<file path="src/rtl/tdm_slot_tx.sv">
// tdm_slot_tx
//   Time-multiplexed transmitter for a shared 16-bit slot bus. A public
//   (L) countdown timer and mode bit alternate L and H slots of SLOT_LEN+1
//   cycles each. The first cycle after a slot boundary (timer==0) is a
//   guard cycle in which nothing is emitted. A one-entry L holding register
//   and a DEPTH-entry H circular queue feed the bus, each only inside its
//   own slot. Slot timing depends only on timer/mode/rst, so H traffic can
//   never influence anything labelled L.
//
// Parameters
//   SLOT_LEN    timer reload value (fits in 16 bits)
//   DEPTH       H queue entries, power of 2, >= 2
// Ports
//   clk, rst    clock and synchronous active-high reset
//   l_in_*      L word valid/ready/data handshake (1-entry holding register)
//   h_in_*      H word valid/ready/data handshake (DEPTH-entry queue)
//   timer       current slot countdown
//   mode        0 = L slot, 1 = H slot
//   data        registered slot bus payload, zero whenever data_valid is low
//   data_valid  payload qualifier
module tdm_slot_tx #(
  parameter int unsigned SLOT_LEN = 10,
  parameter int unsigned DEPTH    = 4
) (
  input  logic        clk,
  input  logic        rst,
  input  logic        l_in_valid,
  input  logic [15:0] l_in_data,
  output logic        l_in_ready,
  input  logic        h_in_valid,
  input  logic [15:0] h_in_data,
  output logic        h_in_ready,
  output logic [15:0] timer,
  output logic        mode,
  output logic [15:0] data,
  output logic        data_valid
);

  localparam int unsigned PW = $clog2(DEPTH);
  localparam int unsigned CW = $clog2(DEPTH + 1);
  localparam logic [15:0]   RELOAD = 16'(SLOT_LEN);
  localparam logic [CW-1:0] FULL   = CW'(DEPTH);

  // L-labelled state
  logic [15:0] timer_q, timer_d;
  logic        mode_q, mode_d;
  logic        l_full_q, l_full_d;
  logic [15:0] l_reg_q, l_reg_d;

  // H-labelled state
  logic [15:0]   mem_q [DEPTH];
  logic [15:0]   mem_d [DEPTH];
  logic [PW-1:0] rd_ptr_q, rd_ptr_d;
  logic [PW-1:0] wr_ptr_q, wr_ptr_d;
  logic [CW-1:0] count_q, count_d;

  // Bus output register (Par mode)
  logic [15:0] data_q, data_d;
  logic        data_valid_q, data_valid_d;

  logic guard;
  logic l_push;
  logic l_emit;
  logic h_push;
  logic h_pop;

  // Next-state logic. Emission decisions use only the current slot state;
  // the L path never looks at any H signal.
  always_comb begin
    timer_d      = timer_q;
    mode_d       = mode_q;
    l_full_d     = l_full_q;
    l_reg_d      = l_reg_q;
    mem_d        = mem_q;
    rd_ptr_d     = rd_ptr_q;
    wr_ptr_d     = wr_ptr_q;
    count_d      = count_q;
    data_d       = 16'h0000;
    data_valid_d = 1'b0;

    guard  = (timer_q == 16'h0000);
    l_push = l_in_valid && !l_full_q;
    h_push = h_in_valid && (count_q != FULL);
    l_emit = !mode_q && !guard && l_full_q;
    h_pop  = mode_q && !guard && (count_q != '0);

    // Slot schedule: a zero timer reloads and flips the slot type.
    if (guard) begin
      timer_d = RELOAD;
      mode_d  = ~mode_q;
    end else begin
      timer_d = timer_q - 16'h0001;
    end

    // Load only when empty and emit only when full, so the two never overlap.
    if (l_emit) begin
      data_d       = l_reg_q;
      data_valid_d = 1'b1;
      l_full_d     = 1'b0;
    end else if (h_pop) begin
      data_d       = mem_q[rd_ptr_q];
      data_valid_d = 1'b1;
      rd_ptr_d     = rd_ptr_q + PW'(1);
    end

    if (l_push) begin
      l_full_d = 1'b1;
      l_reg_d  = l_in_data;
    end

    if (h_push) begin
      mem_d[wr_ptr_q] = h_in_data;
      wr_ptr_d        = wr_ptr_q + PW'(1);
    end

    // Simultaneous push and pop leaves the occupancy unchanged.
    case ({h_push, h_pop})
      2'b10:   count_d = count_q + CW'(1);
      2'b01:   count_d = count_q - CW'(1);
      default: count_d = count_q;
    endcase
  end

  // Control and output registers; reset discards held and queued words.
  always_ff @(posedge clk) begin
    if (rst) begin
      timer_q      <= RELOAD;
      mode_q       <= 1'b0;
      l_full_q     <= 1'b0;
      l_reg_q      <= 16'h0000;
      rd_ptr_q     <= '0;
      wr_ptr_q     <= '0;
      count_q      <= '0;
      data_q       <= 16'h0000;
      data_valid_q <= 1'b0;
    end else begin
      timer_q      <= timer_d;
      mode_q       <= mode_d;
      l_full_q     <= l_full_d;
      l_reg_q      <= l_reg_d;
      rd_ptr_q     <= rd_ptr_d;
      wr_ptr_q     <= wr_ptr_d;
      count_q      <= count_d;
      data_q       <= data_d;
      data_valid_q <= data_valid_d;
    end
  end

  // Queue storage needs no reset: entries are only read when count says so.
  always_ff @(posedge clk) begin
    mem_q <= mem_d;
  end

  assign timer      = timer_q;
  assign mode       = mode_q;
  assign data       = data_q;
  assign data_valid = data_valid_q;
  assign l_in_ready = ~l_full_q;
  assign h_in_ready = (count_q != FULL);

endmodule

</file>
<file path="config.mk">
export PLATFORM = sky130hd
export DESIGN_NAME = tdm_slot_tx
export DESIGN_NICKNAME = d
export VERILOG_FILES = /design/src/rtl/tdm_slot_tx.sv
export SDC_FILE = /design/constraint.sdc
export NUM_CORES = 1
export LEC_CHECK = 0
export BUFFER_PORTS_ARGS = -buffer_cell sky130_fd_sc_hd__buf_4
export CORE_MARGIN = 5
export CORE_UTILIZATION = 55
export CTS_CLUSTER_DIAMETER = 40
export DETAILED_ROUTE_END_ITERATION = 10
export PLACE_DENSITY = 0.79
export SLEW_MARGIN = 20
export SYNTH_ARGS = -nofsm -noshare
export SYNTH_HDL_FRONTEND = slang
export SYNTH_SLANG_ARGS = --single-unit
</file>
<file path="constraint.sdc">
create_clock -name clk -period 3.8 [get_ports clk]
set_clock_uncertainty 0.15 [all_clocks]
set_input_delay 0.38 -clock clk [delete_from_list [all_inputs] [get_ports clk]]
set_output_delay 0.38 -clock clk [all_outputs]
set_load 0.01 [all_outputs]
</file>
After elaboration in Yosys (flattened, before gate mapping)
Cells that the tools add are included.
W data, S select, Z words.

storage, ports and cells
  register bits after elaboration = 122
  input port bits = 36
  output and inout bits = 36

cells by class
  add/sub/neg operators = 5
  $lt $le $gt $ge = 3
  equal/unequal tests = 3
  muxes and demuxes = 13
  bitwise gates (word level) = 5
  reductions and logical operators = 16

operator list
  kind                     count
  $mux W16                 5
  $bwmux W64               1
  $bmux W16 S2             1
  $demux W16 S2            1
  $logic_not A16 Y1        1
  $sub A16 B1 Y16 const B  1
  $logic_and A1 B1 Y1      7
  $ge A3 B3 Y1 const B     2
  $not A2 Y3               2
  $pmux W3 S2              1
  $add A2 B1 Y2 const B    2
  $mux W1                  4
  $reduce_bool A2 Y1       2
  $add A3 B1 Y3 const B    1
  $logic_not A1 Y1         3
  $lt A3 B1 Y1 const B     1
  $ne A3 B3 Y1 const B     1
  $not A1 Y1               3
  $reduce_bool A3 Y1       1
  $sub A3 B1 Y3 const B    1
  $eq A2 B1 Y1 const B     1
  $eq A2 B2 Y1 const B     1
  $reduce_and A2 Y1        1
  $reduce_or A2 Y1         1

Longest topological paths before layout
  depth in word-level cells = 6
  depth in mapped cells = 12

Worst setup path after synthesis
Ideal clock, no wire load.

  path type = reg2reg
  from = reg timer_q[0] (netlist: timer[0])
  to = reg count_q[2]
  setup time = 70 ps
  arrival = 2497 ps
  required time = 3580 ps
  setup slack = 1082 ps
  stages on the path, launching flop included = 13
  clock period less this slack = 2718 ps
  cells stage by stage = dfxtp_1 > inv_1 > ha_1 > or4b_4 > buf_6 > nor3_4 > a21oi_1 > ha_1 > inv_1 > fa_1 > xor2_1 > or3_1 > a21oi_1

between the ends
  longest elaborated chain between the ends = 6
  elaborated cells on any way between the ends = 8
  those cells by class = eq/ne: 2; mux: 1; reduce/logical: 5

RTL lines
  item                                                      line  RTL
  start, declared                                           45    logic [15:0] timer_q, timer_d;
  start signal, assigned                                    137   timer_q <= timer_d;
  $logic_not A16 Y1 (*)                                     81    guard = (timer_q == 16'h0000);
  $logic_not A1 Y1 (*)                                      85    h_pop = mode_q && !guard && (count_q != '0);
  $logic_and A1 B1 Y1 (*) (2 in a row)                      85
  $eq A2 B1 Y1 / $eq A2 B2 Y1 (equally long branches)       117   case ({h_push, h_pop})
  $pmux W3 S2 / $reduce_bool A2 Y1 (equally long branches)  n/a
  end signal, assigned                                      143   count_q <= count_d;
  end, declared                                             55    logic [CW-1:0] count_q, count_d;

Every way passes the cells marked *; elsewhere a longest branch is shown, timed or not.
A chain may end at the register's enable or synchronous reset.

Final worst setup path
Same ends and word-level chain as after synthesis.

==> metrics.md <==
| Metric | Value |
|---|---|
| Setup_tns | `0 ns` |
| Residual DRC count | `0` |
| Max-slew violations | `0` |
| Number of gates resized after CTS | `0` |
| Total Routed Length | `10700 um` |
| Pint | `0.00244 W` |
| DRT antenna net count | `0` |
| Die Area | `0.0105 mm2` |
| LEAKAGE | `2.36 nW` |
| Placed cell area | `0.00531 mm2` |
| Die X | `102 um` |
| Vias per inst | `5.50` |
| DR vias | `3165` |
| CTS H-tree lvls | `4` |
| Pwr dens | `517 mW/mm2` |
| Final hold slack | `0.0824 ns` |
| DP HPWL | `6240 um` |
| Num CTS Buffers | `17` |
| Unrepaired setup endpoints after global routing | `false` |
| Top FF cell, synth | `edfxtp_1` |
| Post-layout min period | `2.96 ns` |
| YS warnings | `0` |
| Buffers on Ports | `71` |
| Layout cell share with drive strength beyond 1 | `0.272` |
| Diode count | `0` |
| CTS Root Cell | `clkbuf_8` |
| R2R Path Start | `timer[0]` |
| Setup-failing EPs final | `0` |
| Endpoint class of the critical path | `register` |
| Status | `complete, no violations` |
| Max Buffers Root-to-Sink | `2` |
| Slew margin rel. | `0.265` |
| Post-synthesis cell count | `349` |
| I/O Pins | `72` |
| Max_cap viols | `0` |
| Syn nets | `392` |
| Worst slew pin tran | `1.10 ns` |
| Sequential share of power | `0.472` |
| Core area | `0.00826 mm2` |
| Switching share of power | `0.232` |
| Initial Util | `0.570` |
| DRT iter0 DRCs | `242` |
| R2R depth | `11` |
| Drt pass-1 iters | `5` |
| Area growth syn-to-layout | `30.6%` |
| CP endpoint | `count_q[2]` |
| Async SR Flop Fraction | `0` |
| Peak Freq | `338 MHz` |
| Die height | `102 um` |
| Gpl congestion | `0.841` |
| Critical setup path kind | `register to register` |
| VDD IR max | `0.000436 V` |
| R2R Path End | `count_q[2]` |
| Worst setup SP type | `register` |
| Syn_area_per_cell | `13.5 um2` |
| GRT overflow | `0` |
| Synth cell types | `47` |
| Clock Pin Slew Worst Setup and Hold Paths | `0.05 ns` |
| Yosys reg bits | `122` |
| Crit path max fanout | `8` |
| FP Rows | `33` |
| Global-route wire length before repair | `16700 um` |
| WL/cell | `18.5 um` |
| Tot GR Track Use | `0.218` |
| Period utilization | `0.779` |
| Critical path required time | `4.07 ns` |
| Initial antenna violation count | `0` |
| Final hold vios | `0` |
| Final Instance Area | `0.00614 mm2` |
| Worst reg2reg setup slack | `0.84 ns` |
| Final nets | `501` |
| Register area share after synthesis | `0.655` |
| Vias in the first global route | `3269` |
| Combinational Power Share | `0.093` |
| Finished Layout Cells | `575` |
| TritonCTS Sinks | `122` |
| Largest net degree at the start of global routing | `32` |
| HP Class | `primary input to register` |
| Number of flops mapped to enable cells by yosys | `64` |
| CP arrival | `3.23 ns` |
| Critical Path Start | `timer[0]` |
| Clock latency on the worst-skew pair | `0.51 ns` |
| Clk pwr share | `0.435` |
| Net load switching power | `0.000738 W` |
| CTS tree | `done` |
| Cell Area, Synth | `0.00470 mm2` |
| Placed Cells | `512` |
-- what timing repair did --
| item | CTS | global route |
|---|---|---|
| buffers inserted | 0 | 0 |
| endpoints found under the hold margin | 80 | 0 |
| hold buffers | 32 | 0 |
| endpoints found under the setup margin | 0 | 0 |
-- cell families after synthesis --
group,synth area share
AOI/OAI and AO/OA,0.0849
xor gates and xnor gates,0.0205
adders and majority gates,0.0202
buffers and inverters,0.0335
DFF,0.655
muxes,0.0814
and+or+nand+nor,0.104
-- worst max-delay path, cell delays in order, from the launching register on --
cell     delay (ns)
dfxtp_1        0.34
inv_1          0.07
ha_1           0.19
or4b_4         0.54
nor3_4         0.31
a21oi_1        0.15
ha_1           0.24
inv_1          0.08
fa_1           0.18
xor2_1         0.08
or3_1          0.35
a21oi_1        0.21
-- final cells by class --
class	instances	area [um2]
multi-input combinational	189	1470
fill	518	2120
timing repair buffer	104	861
clock buffer	23	467
sequential	122	3080
clock inverter	8	45.0
tap	105	131
inverter	24	90.1
-- registers in the layout, indices dropped and copies added, names as in the netlist --
name	count
l_full_q	1
data_valid	1
wr_ptr_q	2
rd_ptr_q	2
count_q	3
mem_q	64
l_reg_q	16
data	16
timer	16
mode	1
-- cell usage in the layout (no fill, tap or decap), drive strengths merged, types with 3 or more instances in the layout --
master / netlist / final
and3: 4 / 4
xnor2: 6 / 6
o2bb2ai: 15 / 15
xor2: 5 / 5
inv: 24 / 26
a21oi: 27 / 27
nor3: 3 / 3
dlygate4sd3: 0 / 32
nor2: 22 / 22
clkbuf: 8 / 23
nor4: 3 / 3
buf: 6 / 72
dfxtp: 58 / 58
ha: 6 / 6
mux4: 16 / 16
nand2: 39 / 39
or3: 8 / 8
o21ai: 6 / 6
nor2b: 4 / 4
edfxtp: 64 / 64
clkinv: 0 / 5
-- synthesized netlist by cell type, types with 2 or more instances --
library cell | n | area (um2)
mux2_2 | 2 | 22.5
nand3b_1 | 2 | 15.0
ha_1 | 6 | 75.1
buf_2 | 3 | 15.0
o21ai_0 | 5 | 25.0
o31ai_1 | 2 | 15.0
o2bb2ai_1 | 15 | 131
clkbuf_1 | 8 | 30.0
edfxtp_1 | 64 | 1920
nor2_1 | 22 | 82.6
dfxtp_1 | 58 | 1160
xnor2_1 | 6 | 52.6
nand2_1 | 39 | 146
mux4_2 | 16 | 360
inv_1 | 24 | 90.1
nor3_1 | 2 | 10.0
nor4_1 | 3 | 18.8
and3_1 | 4 | 25.0
nor2b_1 | 4 | 25.0
xor2_1 | 5 | 43.8
a21oi_1 | 27 | 135
or3_1 | 7 | 43.8
-- how the worst min path moves through the flow --
stage                     from        to  slack (ns)  cells after the start
floorplan           l_reg_q[0]   data[0]        0.28                      1
global placement    l_reg_q[0]   data[0]        0.29                      1
detailed placement  l_reg_q[6]   data[6]        0.30                      1
CTS                 l_in_valid  l_full_q        0.06                      3
global route        l_in_valid  l_full_q        0.06                      3
finish              l_in_valid  l_full_q        0.08                      3
-- per-layer routing --
layer / vias to the layer above / routed length [um] / GRT usage
met5: - / 0 / 0
met4: 0 / 246 / 0.0898
met3: 25 / 667 / 0.0608
met2: 123 / 5380 / 0.371
met1: 1538 / 4370 / 0.260
li1: 1479 / - / -
-- through the flow --
stage                      util  worst slack, ns  power [W]
after floorplan               -             1.08    0.00167
after global placement    0.643             1.10    0.00177
after detailed placement  0.643            0.985    0.00179
after CTS                 0.744            0.873    0.00318
after global routing      0.744            0.678    0.00329
final                     0.744            0.839    0.00318
-- power by group through the flow --
stage                     clock [W]  combinational, W  sequential, W
after floorplan                   0          0.000152        0.00152
after detailed placement          0          0.000262        0.00152
after global placement            0          0.000256        0.00152
final                       0.00138          0.000295        0.00150
after CTS                   0.00139          0.000294        0.00150
after global routing        0.00147          0.000322        0.00150
(Power assumes the default switching activity.)
